File: src/rtl/int_seq_ctrl_if.sv
// int_seq_ctrl_if -- control bundle between the interrupt sequencer and the
// pipeline/decode logic of the 8-bit core.
//
// Signals (direction as seen from the sequencer):
//   intr         in   external interrupt request
//   rti_dec      in   single-cycle strobe, RTI decoded in the decode stage
//   stall_in     in   pipeline hazard stall, blocks starting a sequence
//   flush        out  squash fetch/decode pipeline registers
//   push_pc      out  decrement SP, write return PC to the stack
//   pop_pc       out  read PC from the stack, increment SP
//   copy_ccr     out  back up the current flags
//   paste_ccr    out  restore the backed-up flags
//   mem_addr_sel out  data-memory address is vec_addr
//   vec_addr     out  ISR vector location (constant, for the address mux)
//   pc_sel       out  00 PC+1, 01 vector data, 10 popped stack value
//   int_ack      out  one-cycle acknowledge, vector load in progress
//   in_isr       out  ISR active, further interrupts held pending
//   busy         out  sequencer not idle
//
// Modports: master = sequencer side, slave = pipeline side.
interface int_seq_ctrl_if;
  logic       intr;
  logic       rti_dec;
  logic       stall_in;
  logic       flush;
  logic       push_pc;
  logic       pop_pc;
  logic       copy_ccr;
  logic       paste_ccr;
  logic       mem_addr_sel;
  logic [7:0] vec_addr;
  logic [1:0] pc_sel;
  logic       int_ack;
  logic       in_isr;
  logic       busy;

  modport master (
    input  intr, rti_dec, stall_in,
    output flush, push_pc, pop_pc, copy_ccr, paste_ccr, mem_addr_sel,
           vec_addr, pc_sel, int_ack, in_isr, busy
  );

  modport slave (
    output intr, rti_dec, stall_in,
    input  flush, push_pc, pop_pc, copy_ccr, paste_ccr, mem_addr_sel,
           vec_addr, pc_sel, int_ack, in_isr, busy
  );
endinterface

File: src/rtl/int_seq_ctrl.sv
// int_seq_ctrl -- interrupt / return-from-interrupt sequencer.
//
// Steps the pipeline through flush -> push PC -> save flags -> load vector on
// an interrupt, and pop PC -> restore flags on RTI. Sole driver of
// copy_ccr/paste_ccr; the two live in different states so they can never be
// asserted together.
//
// Ports:
//   clk  in  core clock, rising edge
//   rst  in  synchronous active-high reset
//   bus  int_seq_ctrl_if.master (request inputs, pipeline control outputs)
// Parameter:
//   VEC_ADDR  data-memory address holding the ISR start address
//
// Configuration macro INTR_EDGE_EN:
//   defined   -> request is edge-triggered, pending cleared when the vector
//                is loaded (a new edge in that cycle wins)
//   undefined -> request is level-sensitive, pending follows intr each cycle
module int_seq_ctrl #(
  parameter logic [7:0] VEC_ADDR = 8'h01
) (
  input logic             clk,
  input logic             rst,
  int_seq_ctrl_if.master  bus
);

  typedef enum logic [2:0] {
    IDLE    = 3'd0,
    I_FLUSH = 3'd1,
    I_PUSH  = 3'd2,
    I_SAVE  = 3'd3,
    I_VEC   = 3'd4,
    R_POP   = 3'd5,
    R_REST  = 3'd6
  } state_t;

  state_t     state_q, state_d;
  logic       pend_q, pend_d;
  logic       in_isr_q, in_isr_d;
  logic       flush_q, push_q, pop_q, copy_q, paste_q, mas_q, ack_q, busy_q;
  logic [1:0] pc_sel_q;

  // Next-state: RTI has priority and ignores stall; an interrupt needs a
  // pending request, no active ISR (one flag backup slot) and no stall.
  always_comb begin
    state_d = state_q;
    unique case (state_q)
      IDLE: begin
        if (bus.rti_dec)                                  state_d = R_POP;
        else if (pend_q && !in_isr_q && !bus.stall_in)    state_d = I_FLUSH;
      end
      I_FLUSH: state_d = I_PUSH;
      I_PUSH:  state_d = I_SAVE;
      I_SAVE:  state_d = I_VEC;
      I_VEC:   state_d = IDLE;
      R_POP:   state_d = R_REST;
      R_REST:  state_d = IDLE;
      default: state_d = IDLE;
    endcase
  end

  always_comb begin
    in_isr_d = in_isr_q;
    if (state_q == I_VEC)       in_isr_d = 1'b1;
    else if (state_q == R_REST) in_isr_d = 1'b0;
  end

`ifdef INTR_EDGE_EN
  logic intr_q;

  // Set on a rising edge of intr; clear when leaving I_VEC; set wins.
  always_comb begin
    pend_d = pend_q;
    if (bus.intr && !intr_q)    pend_d = 1'b1;
    else if (state_q == I_VEC)  pend_d = 1'b0;
  end

  always_ff @(posedge clk) begin
    if (rst) intr_q <= 1'b0;
    else     intr_q <= bus.intr;
  end
`else
  always_comb begin
    pend_d = bus.intr;
  end
`endif

  // Outputs are decoded from the next state and registered, so they are
  // valid for the whole cycle after the edge that enters each state.
  always_ff @(posedge clk) begin
    if (rst) begin
      state_q  <= IDLE;
      pend_q   <= 1'b0;
      in_isr_q <= 1'b0;
      flush_q  <= 1'b0;
      push_q   <= 1'b0;
      pop_q    <= 1'b0;
      copy_q   <= 1'b0;
      paste_q  <= 1'b0;
      mas_q    <= 1'b0;
      ack_q    <= 1'b0;
      busy_q   <= 1'b0;
      pc_sel_q <= 2'b00;
    end else begin
      state_q  <= state_d;
      pend_q   <= pend_d;
      in_isr_q <= in_isr_d;
      flush_q  <= (state_d == I_FLUSH) || (state_d == I_PUSH) || (state_d == R_POP);
      push_q   <= (state_d == I_PUSH);
      pop_q    <= (state_d == R_POP);
      copy_q   <= (state_d == I_SAVE);
      paste_q  <= (state_d == R_REST);
      mas_q    <= (state_d == I_VEC);
      ack_q    <= (state_d == I_VEC);
      busy_q   <= (state_d != IDLE);
      if (state_d == I_VEC)       pc_sel_q <= 2'b01;
      else if (state_d == R_REST) pc_sel_q <= 2'b10;
      else                        pc_sel_q <= 2'b00;
    end
  end

  assign bus.flush        = flush_q;
  assign bus.push_pc      = push_q;
  assign bus.pop_pc       = pop_q;
  assign bus.copy_ccr     = copy_q;
  assign bus.paste_ccr    = paste_q;
  assign bus.mem_addr_sel = mas_q;
  assign bus.vec_addr     = VEC_ADDR;
  assign bus.pc_sel       = pc_sel_q;
  assign bus.int_ack      = ack_q;
  assign bus.in_isr       = in_isr_q;
  assign bus.busy         = busy_q;

endmodule

File: src/flat_wrapper.sv
// flat-port wrapper written by rule: the top's interface ports become plain ports
module int_seq_ctrl_flat 
#(
  parameter logic [7:0] VEC_ADDR = 8'h01
)
  (clk, rst, bus_intr, bus_rti_dec, bus_stall_in, bus_flush, bus_push_pc, bus_pop_pc, bus_copy_ccr, bus_paste_ccr, bus_mem_addr_sel, bus_vec_addr, bus_pc_sel, bus_int_ack, bus_in_isr, bus_busy);
  int_seq_ctrl_if bus_i ();
  input logic clk;
  input logic rst;
  input wire logic [$bits(bus_i.intr)-1:0] bus_intr;
  input wire logic [$bits(bus_i.rti_dec)-1:0] bus_rti_dec;
  input wire logic [$bits(bus_i.stall_in)-1:0] bus_stall_in;
  output wire logic [$bits(bus_i.flush)-1:0] bus_flush;
  output wire logic [$bits(bus_i.push_pc)-1:0] bus_push_pc;
  output wire logic [$bits(bus_i.pop_pc)-1:0] bus_pop_pc;
  output wire logic [$bits(bus_i.copy_ccr)-1:0] bus_copy_ccr;
  output wire logic [$bits(bus_i.paste_ccr)-1:0] bus_paste_ccr;
  output wire logic [$bits(bus_i.mem_addr_sel)-1:0] bus_mem_addr_sel;
  output wire logic [$bits(bus_i.vec_addr)-1:0] bus_vec_addr;
  output wire logic [$bits(bus_i.pc_sel)-1:0] bus_pc_sel;
  output wire logic [$bits(bus_i.int_ack)-1:0] bus_int_ack;
  output wire logic [$bits(bus_i.in_isr)-1:0] bus_in_isr;
  output wire logic [$bits(bus_i.busy)-1:0] bus_busy;
  assign bus_i.intr = bus_intr;
  assign bus_i.rti_dec = bus_rti_dec;
  assign bus_i.stall_in = bus_stall_in;
  assign bus_flush = bus_i.flush;
  assign bus_push_pc = bus_i.push_pc;
  assign bus_pop_pc = bus_i.pop_pc;
  assign bus_copy_ccr = bus_i.copy_ccr;
  assign bus_paste_ccr = bus_i.paste_ccr;
  assign bus_mem_addr_sel = bus_i.mem_addr_sel;
  assign bus_vec_addr = bus_i.vec_addr;
  assign bus_pc_sel = bus_i.pc_sel;
  assign bus_int_ack = bus_i.int_ack;
  assign bus_in_isr = bus_i.in_isr;
  assign bus_busy = bus_i.busy;
  int_seq_ctrl #(.VEC_ADDR(VEC_ADDR)) u_core (.clk(clk), .rst(rst), .bus(bus_i));
endmodule
File: config.mk
export PLATFORM = sky130hd
export DESIGN_NAME = int_seq_ctrl_flat
export DESIGN_NICKNAME = d
export VERILOG_FILES = /design/src/rtl/int_seq_ctrl_if.sv /design/src/rtl/int_seq_ctrl.sv /design/src/flat_wrapper.sv
export SDC_FILE = /design/constraint.sdc
export NUM_CORES = 1
export LEC_CHECK = 0
export ABC_AREA = 1
export ABC_CLOCK_PERIOD_IN_PS = 1600
export CAP_MARGIN = 40
export CORE_AREA = 2 2 39 41
export DETAILED_ROUTE_END_ITERATION = 8
export DIE_AREA = 0 0 41 43
export DONT_BUFFER_PORTS = 1
export HOLD_SLACK_MARGIN = 0.12
export PLACE_DENSITY = 0.6
export SLEW_MARGIN = 10
export SYNTH_ARGS = -nofsm -noshare
export SYNTH_HDL_FRONTEND = slang
export SYNTH_SLANG_ARGS = --single-unit
File: constraint.sdc
create_clock -name clk -period 1.6 [get_ports clk]
set_input_delay 0.24 -clock clk [delete_from_list [all_inputs] [get_ports clk]]
set_output_delay 0.24 -clock clk [all_outputs]
set_load 0.005 [all_outputs]
After elaboration in Yosys (flattened, before gate mapping)

Cells that the tools add are included.

Reductions and logical operators: 10
Multiplexer cells: 7
Eq/ne operators: 12

Operators with widths:

| operator                                                               | number |
|---|---|
| 3-bit equality test (second input constant)                            | 6 |
| 3-bit case mux with 5 select lines                                     | 1 |
| 3-bit by 2-bit equality test with 1-bit output (second input constant) | 4 |
| 3-bit by 1-bit equality test with 1-bit output (second input constant) | 2 |
| 3-bit two-way mux                                                      | 2 |
| 3-bit zero test                                                        | 1 |
| 1-bit two-way mux                                                      | 3 |
| 3-bit nonzero test                                                     | 1 |
| 1-bit logical AND                                                      | 2 |
| 1-bit zero test                                                        | 2 |
| 1-bit logical OR                                                       | 2 |
| 2-bit two-way mux                                                      | 1 |
| 2-bit nonzero test                                                     | 1 |
| 2-bit OR reduction                                                     | 1 |

Register bits: 14
Word-level logic and storage cells: 41
Input port bits: 5
Output and inout bits: 19

Depth between registers and ports, before layout

Gate-level depths: netlist of the first run.

Word-level depth: 9
Depth in mapped cells: 8
Depth with buffers taken out: 8

Worst setup path after synthesis of the first run

Ideal clock, no wire load.

Path type: register -> register
Start point: reg u_core.state_q[0]
End point: reg u_core.busy_q (netlist: u_core.bus.busy)
Arrival: 0.809 ns
Slack: 0.682 ns
Required time: 1.491 ns
Cell stages (with the launch flop): 9
Library setup time: 0.109 ns
Period minus slack after synthesis: 0.918 ns
Buffers on the path: 0
Cell sequence: dfxtp_1 > inv_2 > nand2_1 > nor2_1 > nand2_1 > nand2_2 > nand3_1 > nand2_1 > inv_1

Cells in the longest elaborated chain, start to end: 4
Elaborated cells between the ends (all ways): 9
Classes of those cells: eq/ne (4); mux (3); reduce/logical (2)

RTL lines:

| element                              | RTL line            | text |
|---|---|---|
| from (decl)                          | int_seq_ctrl.sv:37  | `state_t state_q, state_d;` |
| from (signal assigned)               | int_seq_ctrl.sv:105 | `state_q <= state_d;` |
| 3-bit two-way mux                    | int_seq_ctrl.sv:50  | `else if (pend_q && !in_isr_q && !bus.stall_in) state_d = I_FLUSH;` |
| 3-bit two-way mux                    | int_seq_ctrl.sv:49  | `if (bus.rti_dec) state_d = R_POP;` |
| 3-bit case mux with 5 select lines * | int_seq_ctrl.sv:47  | `unique case (state_q)` |
| 3-bit nonzero test *                 | int_seq_ctrl.sv:115 | `busy_q <= (state_d != IDLE);` |
| to (signal assigned)                 | int_seq_ctrl.sv:115 |  |
| to (decl)                            | int_seq_ctrl.sv:40  | `logic flush_q, push_q, pop_q, copy_q, paste_q, mas_q, ack_q, busy_q;` |

Every way passes the cells marked *; elsewhere a longest branch is shown, timed or not.
A chain may end at the register's enable or synchronous reset.

Worst setup path in the final report of the first run

Same ends and word-level chain as after synthesis.

==> flow_metrics.py, run 1 <==
metrics = {
    "run_status": {
        "outcome": "complete, no violations",
    },
    "placed_design": {
        "place_congestion": 0.7085,
        "port-buffer-count": 0,
        "dpl.hpwl_um": 604.6,
        "placed_cell_area_um2": 504.2,
    },
    "synthesis": {
        "syn_avg_cell_area_um2": 7.834,
        "yosysSeqAreaShare": 0.4815,
        "ys_seq_elements": 13,
        "synth_area_um2": 540.5,
        "yosysWarnings": 0,
        "synthCells": 69,
        "synth.distinct_cells": 15,
    },
    "cells_and_area": {
        "fin_nets": 76,
        "n_fill_cell": 152,
        "diodes": 0,
        "fin_area_um2": 550.5,
        "area_growth_pct": 1.852,
        "drive_gt1_frac": 0.1286,
    },
    "route": {
        "wl_per_cell_um": 9.244,
        "drc": 0,
        "drt_pass1_iterations": 5,
        "drt_wl_total_um": 795,
        "vias": 363,
        "drt-initial-drc-count": 6,
        "via_per_inst": 4.221,
        "drtAntennaViolNets": 0,
    },
    "global_routing": {
        "grt_overflow": 0,
        "antenna_found_initial": 0,
        "grt_max_degree": 10,
        "grt_usage": 0.1048,
        "grt_pass1_wl_mm": 1.242,
        "grt_pass1_vias": 334,
    },
    "floorplanning": {
        "rows": 14,
        "core_um2": 1384,
        "die_h_um": 43,
        "ios": 24,
        "dieArea_um2": 1763,
        "initial_core_util": 0.3906,
        "die_x_um": 41,
    },
    "critical_path": {
        "start_kind": "flip-flop",
        "crit_type": "reg2reg",
        "worstPathRequired_ns": 1.78,
        "endpoint_kind": "flip-flop",
        "crit_fanout": 6,
        "arrival_ns": 1.18,
    },
    "sta": {
        "setup_violations": 0,
        "slew_violations": 0,
        "finalHoldViolCount": 0,
        "fin_crit_sh": 0.6281,
        "rsz0062_at_grt": "no",
        "max_freq_mhz": 995.0,
        "tns_ns": 0,
        "post-route-min-period_ns": 1.005,
        "fin_skew_ns": 0.0008551,
    },
    "cts": {
        "clock_path_buffers": 2,
        "cts_tree": "done",
        "cts_htree_levels": 1,
        "cts_made_buffers": 3,
        "cts_root_buf": "clkbuf_4",
        "cts_setup_buffers": 0,
        "cts_sinks": 13,
        "hold_buffers": 2,
        "clock_latency_ns": 0.27,
        "path_clk_slew_ns": 0.07,
        "cts_resized": 0,
    },
    "hold_path": {
        "hold_path.class": "in2reg",
    },
    "power_and_ir_drop": {
        "powerDensity_nw_per_um2": 1390,
        "max-vdd-ir-drop_mv": 0.3369,
        "p_leak_uw": 0.0002742,
    },
    "flow_run": {
        "drv_cap": 0,
    },
}
## path summary, 6_finish.rpt
check | start | endpoint | slack (ns) | cells after the start
hold reg to reg | u_core.bus.in_isr | u_core.bus.in_isr | 0.51 | 2
setup / recovery | u_core.state_q[0] | u_core.bus.busy | 0.60 | 8
hold / removal | rst | u_core.bus.busy | 0.14 | 3
setup reg to reg | u_core.state_q[0] | u_core.bus.busy | 0.60 | 8
## cells by family after synthesis
| logic type | Yosys count | synth area share |
|---|---|---|
| buffers and inverters | 21 | 0.2153 |
| DFF | 13 | 0.4815 |
| AOI/OAI and AO/OA | 5 | 0.04862 |
| other | 2 | 0.01389 |
| and+or+nand+nor | 28 | 0.2408 |
## worst max-delay path: stages (launching register included)
cell,delay [ns]
dfxtp_1,0.33
inv_2,0.11
nand2_1,0.08
nor2_1,0.08
nand2_1,0.06
nand2_2,0.07
nand3_1,0.07
nand2_1,0.06
inv_1,0.03
## cell usage after synthesis
library cell / instances / area share
conb_1: 2 / 0.014
nor2_4: 1 / 0.021
nand3_1: 5 / 0.046
nand3b_1: 1 / 0.014
o21ai_0: 2 / 0.019
dfxtp_1: 13 / 0.48
nand2_1: 7 / 0.049
nor2_1: 11 / 0.076
clkbuf_1: 1 / 0.0069
inv_1: 8 / 0.056
nand2_2: 3 / 0.035
buf_4: 10 / 0.14
inv_2: 2 / 0.014
a31oi_1: 1 / 0.012
a21oi_1: 2 / 0.019
## through the flow
| step | hold WS (ns) | cells | power (uW) | utilization | setup WS (ns) |
|---|---|---|---|---|---|
| final | 0.1358 | 86 | 765.0 | 0.3978 | 0.5950 |
| after detailed placement | 0.3131 | 80 | 571.8 | 0.3644 | 0.6029 |
| after floorplan | 0.3470 | 75 | 570.2 | - | 0.6819 |
| after global placement | 0.3115 | 80 | 569.1 | 0.3644 | 0.6055 |
| after global routing | 0.1360 | 86 | 817.4 | 0.3978 | 0.4927 |
| after CTS | 0.1394 | 86 | 770.6 | 0.3978 | 0.5907 |
## power breakdown
| group | switching [uW] | leakage, uW | internal (uW) |
|---|---|---|---|
| combinational | 100 | 0.000152 | 55.9 |
| clock | 99.5 | 0.0000150 | 96.6 |
| sequential | 39.8 | 0.000107 | 373 |
| total | 239 | 0.000274 | 526 |
## final cells by class
| type | count | area, um^2 | share of cell area |
|---|---|---|---|
| Clock buffer | 4 | 26.28 | 0.04773 |
| Multi-Input combinational cell | 41 | 186.4 | 0.3386 |
| Timing Repair Buffer | 2 | 20.02 | 0.03636 |
| Tap cell | 16 | 20.02 | 0.03636 |
| Sequential cell | 13 | 260.3 | 0.4727 |
| Inverter | 10 | 37.54 | 0.06818 |
## placed cells by master (no fill, tap or decap), drive strengths merged, types with 2 or more instances in the layout
cell | synthesis | layout
a21oi | 2 | 2
clkbuf | 1 | 4
conb | 2 | 8
dfxtp | 13 | 13
dlygate4sd3 | 0 | 2
inv | 10 | 10
nand2 | 10 | 10
nand3 | 5 | 5
nor2 | 12 | 12
o21ai | 2 | 2
## registers in the layout, summed over array words and instances, names as in the netlist
| name | count |
|---|---|
| u_core.bus.pc_sel | 1 |
| u_core.bus.push_pc | 1 |
| u_core.bus.flush | 1 |
| u_core.bus.mem_addr_sel | 1 |
| u_core.pend_q | 1 |
| u_core.bus.pop_pc | 1 |
| u_core.bus.copy_ccr | 1 |
| u_core.bus.in_isr | 1 |
| u_core.bus.paste_ccr | 1 |
| u_core.bus.busy | 1 |
| u_core.state_q | 3 |
## per-layer routing
layer / up-vias / wire length (um) / GRT usage
met5: - / 0 / 0
met4: 0 / 28 / 0.08000
met3: 4 / 30 / 0.01571
li1: 193 / - / -
met2: 11 / 413 / 0.1656
met1: 155 / 321 / 0.1173
Power figures use the tool's default switching activity.
==> run 2, diff against run 1 <==
Settings changed: ABC_CLOCK_PERIOD_IN_PS 1600 to 900, PLACE_DENSITY 0.6 to 0.62.
Clock period 1.6 ns to 0.9 ns, I/O delays scaled along.
==> run 2 against run 1 <==
  * The flow now finishes with violations (hold timing, setup timing)
  * Critical endpoint is now u_core.bus.pop_pc
  * Core utilization increased by 5.1 points
  * Routed wire length increased by 4.4%
  * Clock skew increased by 0.0021 ns
  * Final cell count increased by 4.7%
  * Largest cell class unchanged
==> flow_metrics.py, run 2 (synthesis gave the netlist of run 1 again) <==
metrics = {
    "sta": {
        "setup_ws_ns": -0.07119,
        "rsz0062_at_grt": "yes",
        "fin_crit_sh": 1.079,
        "max_freq_mhz": 1030,
        "post-route-min-period_ns": 0.9712,
        "finalHoldViolCount": 8,
        "slew_violations": 0,
        "fin_skew_ns": 0.002945,
        "setup_violations": 4,
        "tns_ns": -0.2599,
        "fin_hold_ws_ns": -0.07772,
    },
    "global_routing": {
        "antenna_found_initial": 0,
        "grt_overflow": 0,
        "grt_max_degree": 11,
        "grt_pass1_wl_mm": 1.283,
        "grt_pass1_vias": 307,
        "grt_usage": 0.1150,
    },
    "critical_path": {
        "crit_family": "simple AND/OR/NAND/NOR gates",
        "cp_slowest_cell": "dfxtp_2",
        "crit_chain": "inv_4 > nor2_4 > inv_2 > nand3_2 > nand2_1 > nand2_2 > nor2_1",
        "endpoint_kind": "flip-flop",
        "crit_fanout": 5,
        "cp_num_buf_inv": 2,
        "reg2reg_depth": 7,
        "cp.depth": 7,
        "start_kind": "flip-flop",
        "crit_type": "reg2reg",
        "slowest_delay_ns": 0.35,
        "arrival_ns": 1.14,
        "worstPathRequired_ns": 1.07,
    },
    "cts": {
        "cts_root_buf": "clkbuf_4",
        "path_clk_slew_ns": 0.07,
        "cts_tree": "done",
        "clock_latency_ns": 0.27,
        "cts_made_buffers": 3,
        "cts_htree_levels": 1,
        "clock_path_buffers": 2,
        "hold_buffers": 1,
        "cts_sinks": 13,
    },
    "placed_design": {
        "port-buffer-count": 0,
        "dpl.hpwl_um": 596.3,
        "place_congestion": 0.7143,
    },
    "floorplanning": {
        "rows": 14,
        "initial_core_util": 0.3906,
        "die_x_um": 41,
        "core_um2": 1384,
        "die_h_um": 43,
        "dieArea_um2": 1763,
        "ios": 24,
    },
    "power_and_ir_drop": {
        "max-vdd-ir-drop_mv": 0.7303,
        "p_int_uw": 1024,
        "switchingPower_uw": 483.0,
        "p_leak_uw": 0.0003033,
        "p_clk_frac": 0.229,
        "powerDensity_nw_per_um2": 2428,
        "seq_power_share": 0.494,
        "swShare": 0.3205,
        "power_frac_comb": 0.277,
    },
    "cells_and_area": {
        "drive_gt1_frac": 0.3514,
        "area_growth_pct": 14.81,
        "postLayoutCoreUtil": 0.4485,
        "n_fill_cell": 143,
        "regMostFlops": "u_core.state_q",
        "fin_nets": 80,
        "final_cell_mix": "10 x dfxtp_1, 9 x nor2_1, 8 x conb_1, 7 x inv_1",
        "diodes": 0,
        "largest_register_ffs": 3,
        "multiInputGateArea_um2": 217.7,
        "regArea_um2": 266.5,
        "final_common_cell": "dfxtp_1",
    },
    "route": {
        "drt_wl_total_um": 830,
        "vias": 387,
        "drc": 0,
        "drt-initial-drc-count": 2,
        "wl_per_cell_um": 9.222,
        "drt_pass1_iterations": 3,
        "via_per_inst": 4.300,
        "drtAntennaViolNets": 0,
    },
    "flow_run": {
        "drv_cap": 0,
    },
    "hold_path": {
        "hold_path.class": "in2reg",
        "hold-path-cell-count": 1,
    },
    "run_status": {
        "violations": "hold timing, setup timing",
        "outcome": "finished with violations",
    },
}
==> run 2: cell types whose count changed in the layout (fill, tap and decap cells not counted), moves of 2 or more <==
cell     before  now
dfxtp_1      13   10
nand2_1       7    4
o21ai_0       2    0
nor2_2        0    2
o21ai_1       0    2
inv_4         0    2
nor2_1       11    9
nand3_2       0    2
buf_4         0    5
dfxtp_2       0    2
nand2_2       3    5
nand3_1       5    3
==> run 2: routing by layer <==
| layer | wire, um | part of all wire | GRT usage | vias to the layer above |
|---|---|---|---|---|
| li1 | - | - | - | 199 |
| met1 | 330 | 0.40 | 0.1307 | 172 |
| met2 | 437 | 0.53 | 0.1656 | 12 |
| met3 | 37 | 0.045 | 0.04712 | 4 |
| met4 | 25 | 0.030 | 0.08000 | 0 |
| met5 | 0 | 0 | 0 | - |
==> run 2: repair_timing <==
item | CTS | global route
resized for setup | 2 | 12
endpoints found under the hold margin | 13 | 12
endpoints found under the setup margin | 4 | 8
pin swaps | 1 | 3
setup buffers | 0 | 1
==> run 2: final cells by class <==
| type | instances | area share |
|---|---|---|
| flip-flops and latches | 13 | 0.4294 |
| clock buffers | 4 | 0.04234 |
| multi-input cells | 41 | 0.3508 |
| inverters | 10 | 0.06855 |
| repair buffers | 6 | 0.07661 |
| well taps | 16 | 0.03226 |
==> run 2: power by group through the flow <==
stage / logic (uW) / registers [uW] / clock network, uW
final: 417 / 745 / 345
after global routing: 468 / 761 / 379
after CTS: 344 / 736 / 361
after detailed placement: 341 / 746 / 0
after global placement: 343 / 745 / 0
after floorplan: 301 / 737 / 0
==> run 2: path summary, 6_finish.rpt <==
check	start	end	slack [ns]
worst max register to register	u_core.state_q[0]	u_core.bus.pop_pc	-0.07
worst max-delay path	u_core.state_q[0]	u_core.bus.pop_pc	-0.07
worst min-delay path	rst	u_core.state_q[1]	-0.08
worst min register to register	u_core.state_q[2]	u_core.bus.pc_sel[1]	0.53
==> run 2: metrics by stage <==
stage / setup WS (ns) / cells / power (uW) / instance area, um^2
3_3_place_gp: -0.09226 / 84 / 1087 / 545.5
5_1_grt: -0.1415 / 90 / 1607 / 620.6
6_report: -0.07119 / 90 / 1507 / 620.6
2_1_floorplan: -0.003133 / 75 / 1037 / 574.3
3_5_place_dp: -0.07713 / 84 / 1087 / 545.5
4_1_cts: -0.05740 / 89 / 1440 / 583.1
==> run 3, diff against run 2 <==
Settings changed: TNS_END_PERCENT from default to 10.
==> run 3 against run 2 <==
  * The flow still finishes with violations (hold timing, setup timing)
  * Combinational power shrank 13%
  * Routed wire length decreased by 5.7%
  * Flip-flop and latch count unchanged
  * Critical path type unchanged
  * Largest cell class unchanged
==> flow_metrics.py, run 3 (synthesis gave the netlist of run 1 again) <==
metrics = {
    "run_status": {
        "outcome": "finished with violations",
        "violations": "hold timing, setup timing",
    },
    "route": {
        "drtAntennaViolNets": 0,
        "wl_per_cell_um": 8.798,
        "vias": 385,
        "drt_wl_total_um": 783,
        "drt-initial-drc-count": 3,
        "drc": 0,
        "drt_pass1_iterations": 2,
        "via_per_inst": 4.326,
    },
    "placed_design": {
        "dpl.hpwl_um": 596.3,
        "place_congestion": 0.7143,
        "placed_cells": 84,
        "port-buffer-count": 0,
        "pre_cts_ws_ns": -0.07713,
    },
    "critical_path": {
        "rr_endpoint": "u_core.bus.mem_addr_sel",
        "reg2reg_depth": 5,
        "arrival_ns": 1.15,
        "start_kind": "flip-flop",
        "crit_type": "reg2reg",
        "rrSetupSlack_ns": -0.04,
        "crit_fanout": 4,
        "regToRegStartpoint": "u_core.state_q[1]",
        "worstPathRequired_ns": 1.11,
        "endpoint_kind": "flip-flop",
    },
    "global_routing": {
        "grt_pass1_wl_mm": 1.283,
        "antenna_found_initial": 0,
        "grt_pass1_vias": 309,
        "grt_usage": 0.1150,
        "grt_overflow": 0,
        "grt_max_degree": 11,
    },
    "hold_path": {
        "hp-start": "rst",
        "min_to": "u_core.bus.flush",
        "hold-path-cell-count": 1,
        "hold_path.class": "in2reg",
    },
    "power_and_ir_drop": {
        "p_leak_uw": 0.0002969,
        "power_frac_comb": 0.251,
        "max-vdd-ir-drop_mv": 0.7201,
        "switchingPower_uw": 455.9,
        "powerDensity_nw_per_um2": 2436,
        "swShare": 0.3143,
        "p_clk_frac": 0.241,
        "p_int_uw": 994.8,
        "seq_power_share": 0.508,
    },
    "cts": {
        "cts_htree_levels": 1,
        "path_clk_slew_ns": 0.07,
        "cts_sinks": 13,
        "hold_buffers": 1,
        "cts_tree": "done",
        "cts_root_buf": "clkbuf_4",
        "cts_made_buffers": 3,
        "clock_latency_ns": 0.27,
        "clock_path_buffers": 2,
        "cts_setup_buffers": 0,
    },
    "sta": {
        "setup_violations": 4,
        "fin_skew_ns": 0.0006630,
        "tns_ns": -0.1365,
        "max_freq_mhz": 1065,
        "finalHoldViolCount": 8,
        "rsz0062_at_grt": "yes",
        "post-route-min-period_ns": 0.9389,
        "fin_crit_sh": 1.043,
        "setup_ws_ns": -0.03887,
        "slew_violations": 0,
        "fin_hold_ws_ns": -0.08052,
    },
    "floorplanning": {
        "ios": 24,
        "die_x_um": 41,
        "die_h_um": 43,
        "initial_core_util": 0.3906,
        "dieArea_um2": 1763,
        "rows": 14,
        "core_um2": 1384,
    },
    "cells_and_area": {
        "regMostFlops": "u_core.state_q",
        "largest_register_ffs": 3,
        "drive_gt1_frac": 0.3014,
        "area_growth_pct": 10.19,
        "final_cell_mix": "10 x nor2_1, 10 x dfxtp_1, 8 x conb_1, 7 x inv_1, 6 x nand2_1",
        "fin_nets": 79,
        "fin_cells": 89,
        "n_fill_cell": 137,
        "diodes": 0,
    },
    "flow_run": {
        "drv_cap": 0,
    },
}
run 3: how the worst max path moves through the flow:
stage                           start                 endpoint  slack, ns  cells after the start
floorplan           u_core.state_q[1]          u_core.bus.busy     -0.003                      8
finish              u_core.state_q[1]  u_core.bus.mem_addr_sel      -0.04                      5
global route        u_core.state_q[0]          u_core.bus.busy      -0.14                      8
detailed placement  u_core.state_q[1]          u_core.bus.busy      -0.08                      8
global placement    u_core.state_q[1]          u_core.bus.busy      -0.09                      8
CTS                 u_core.state_q[0]          u_core.bus.busy      -0.06                      8
run 3: layout make-up:
| type | instances | area, um^2 | share of cell area |
|---|---|---|---|
| Sequential cell | 13 | 264.0 | 0.4433 |
| Timing Repair Buffer | 5 | 40.04 | 0.06723 |
| Tap cell | 16 | 20.02 | 0.03361 |
| Multi-Input combinational cell | 41 | 205.2 | 0.3445 |
| Clock buffer | 4 | 26.28 | 0.04412 |
| Inverter | 10 | 40.04 | 0.06723 |
run 3: what timing repair did:
item                                    in CTS  in global routing
pin swaps                                    1                  2
endpoints found under the setup margin       4                  8
gates resized for setup                      2                  5
hold endpoints to repair                    13                 12
run 3: worst max-delay path: stages (launching register included):
cell and delay, ns:
dfxtp_2 0.35, o21ai_0 0.20, nand3_2 0.10, nand2_1 0.09, nand2_2 0.06, nor2_1 0.09
run 3: layer usage:
metal  up-vias  share of wire  track usage
met5         -              0            0
met4         0          0.022      0.08000
met3         4          0.049      0.04712
met2        12           0.52       0.1656
met1       173           0.40       0.1307
li1        196              -            -
run 3: metrics by stage:
stage	total power (uW)	area, um^2	utilization	hold WS [ns]
2_1_floorplan	1037	574.3	-	0.2420
3_3_place_gp	1087	545.5	0.3942	0.2022
3_5_place_dp	1087	545.5	0.3942	0.2090
4_1_cts	1440	583.1	0.4213	-0.08617
5_1_grt	1548	595.6	0.4304	-0.08758
6_report	1451	595.6	0.4304	-0.08052
run 3: power groups by stage:
stage | Sequential [uW] | Combinational (uW) | Clock [uW]
final | 737 | 364 | 349
after global routing | 753 | 420 | 375
after CTS | 736 | 344 | 361
after detailed placement | 746 | 341 | 0
after global placement | 745 | 343 | 0
after floorplan | 737 | 301 | 0
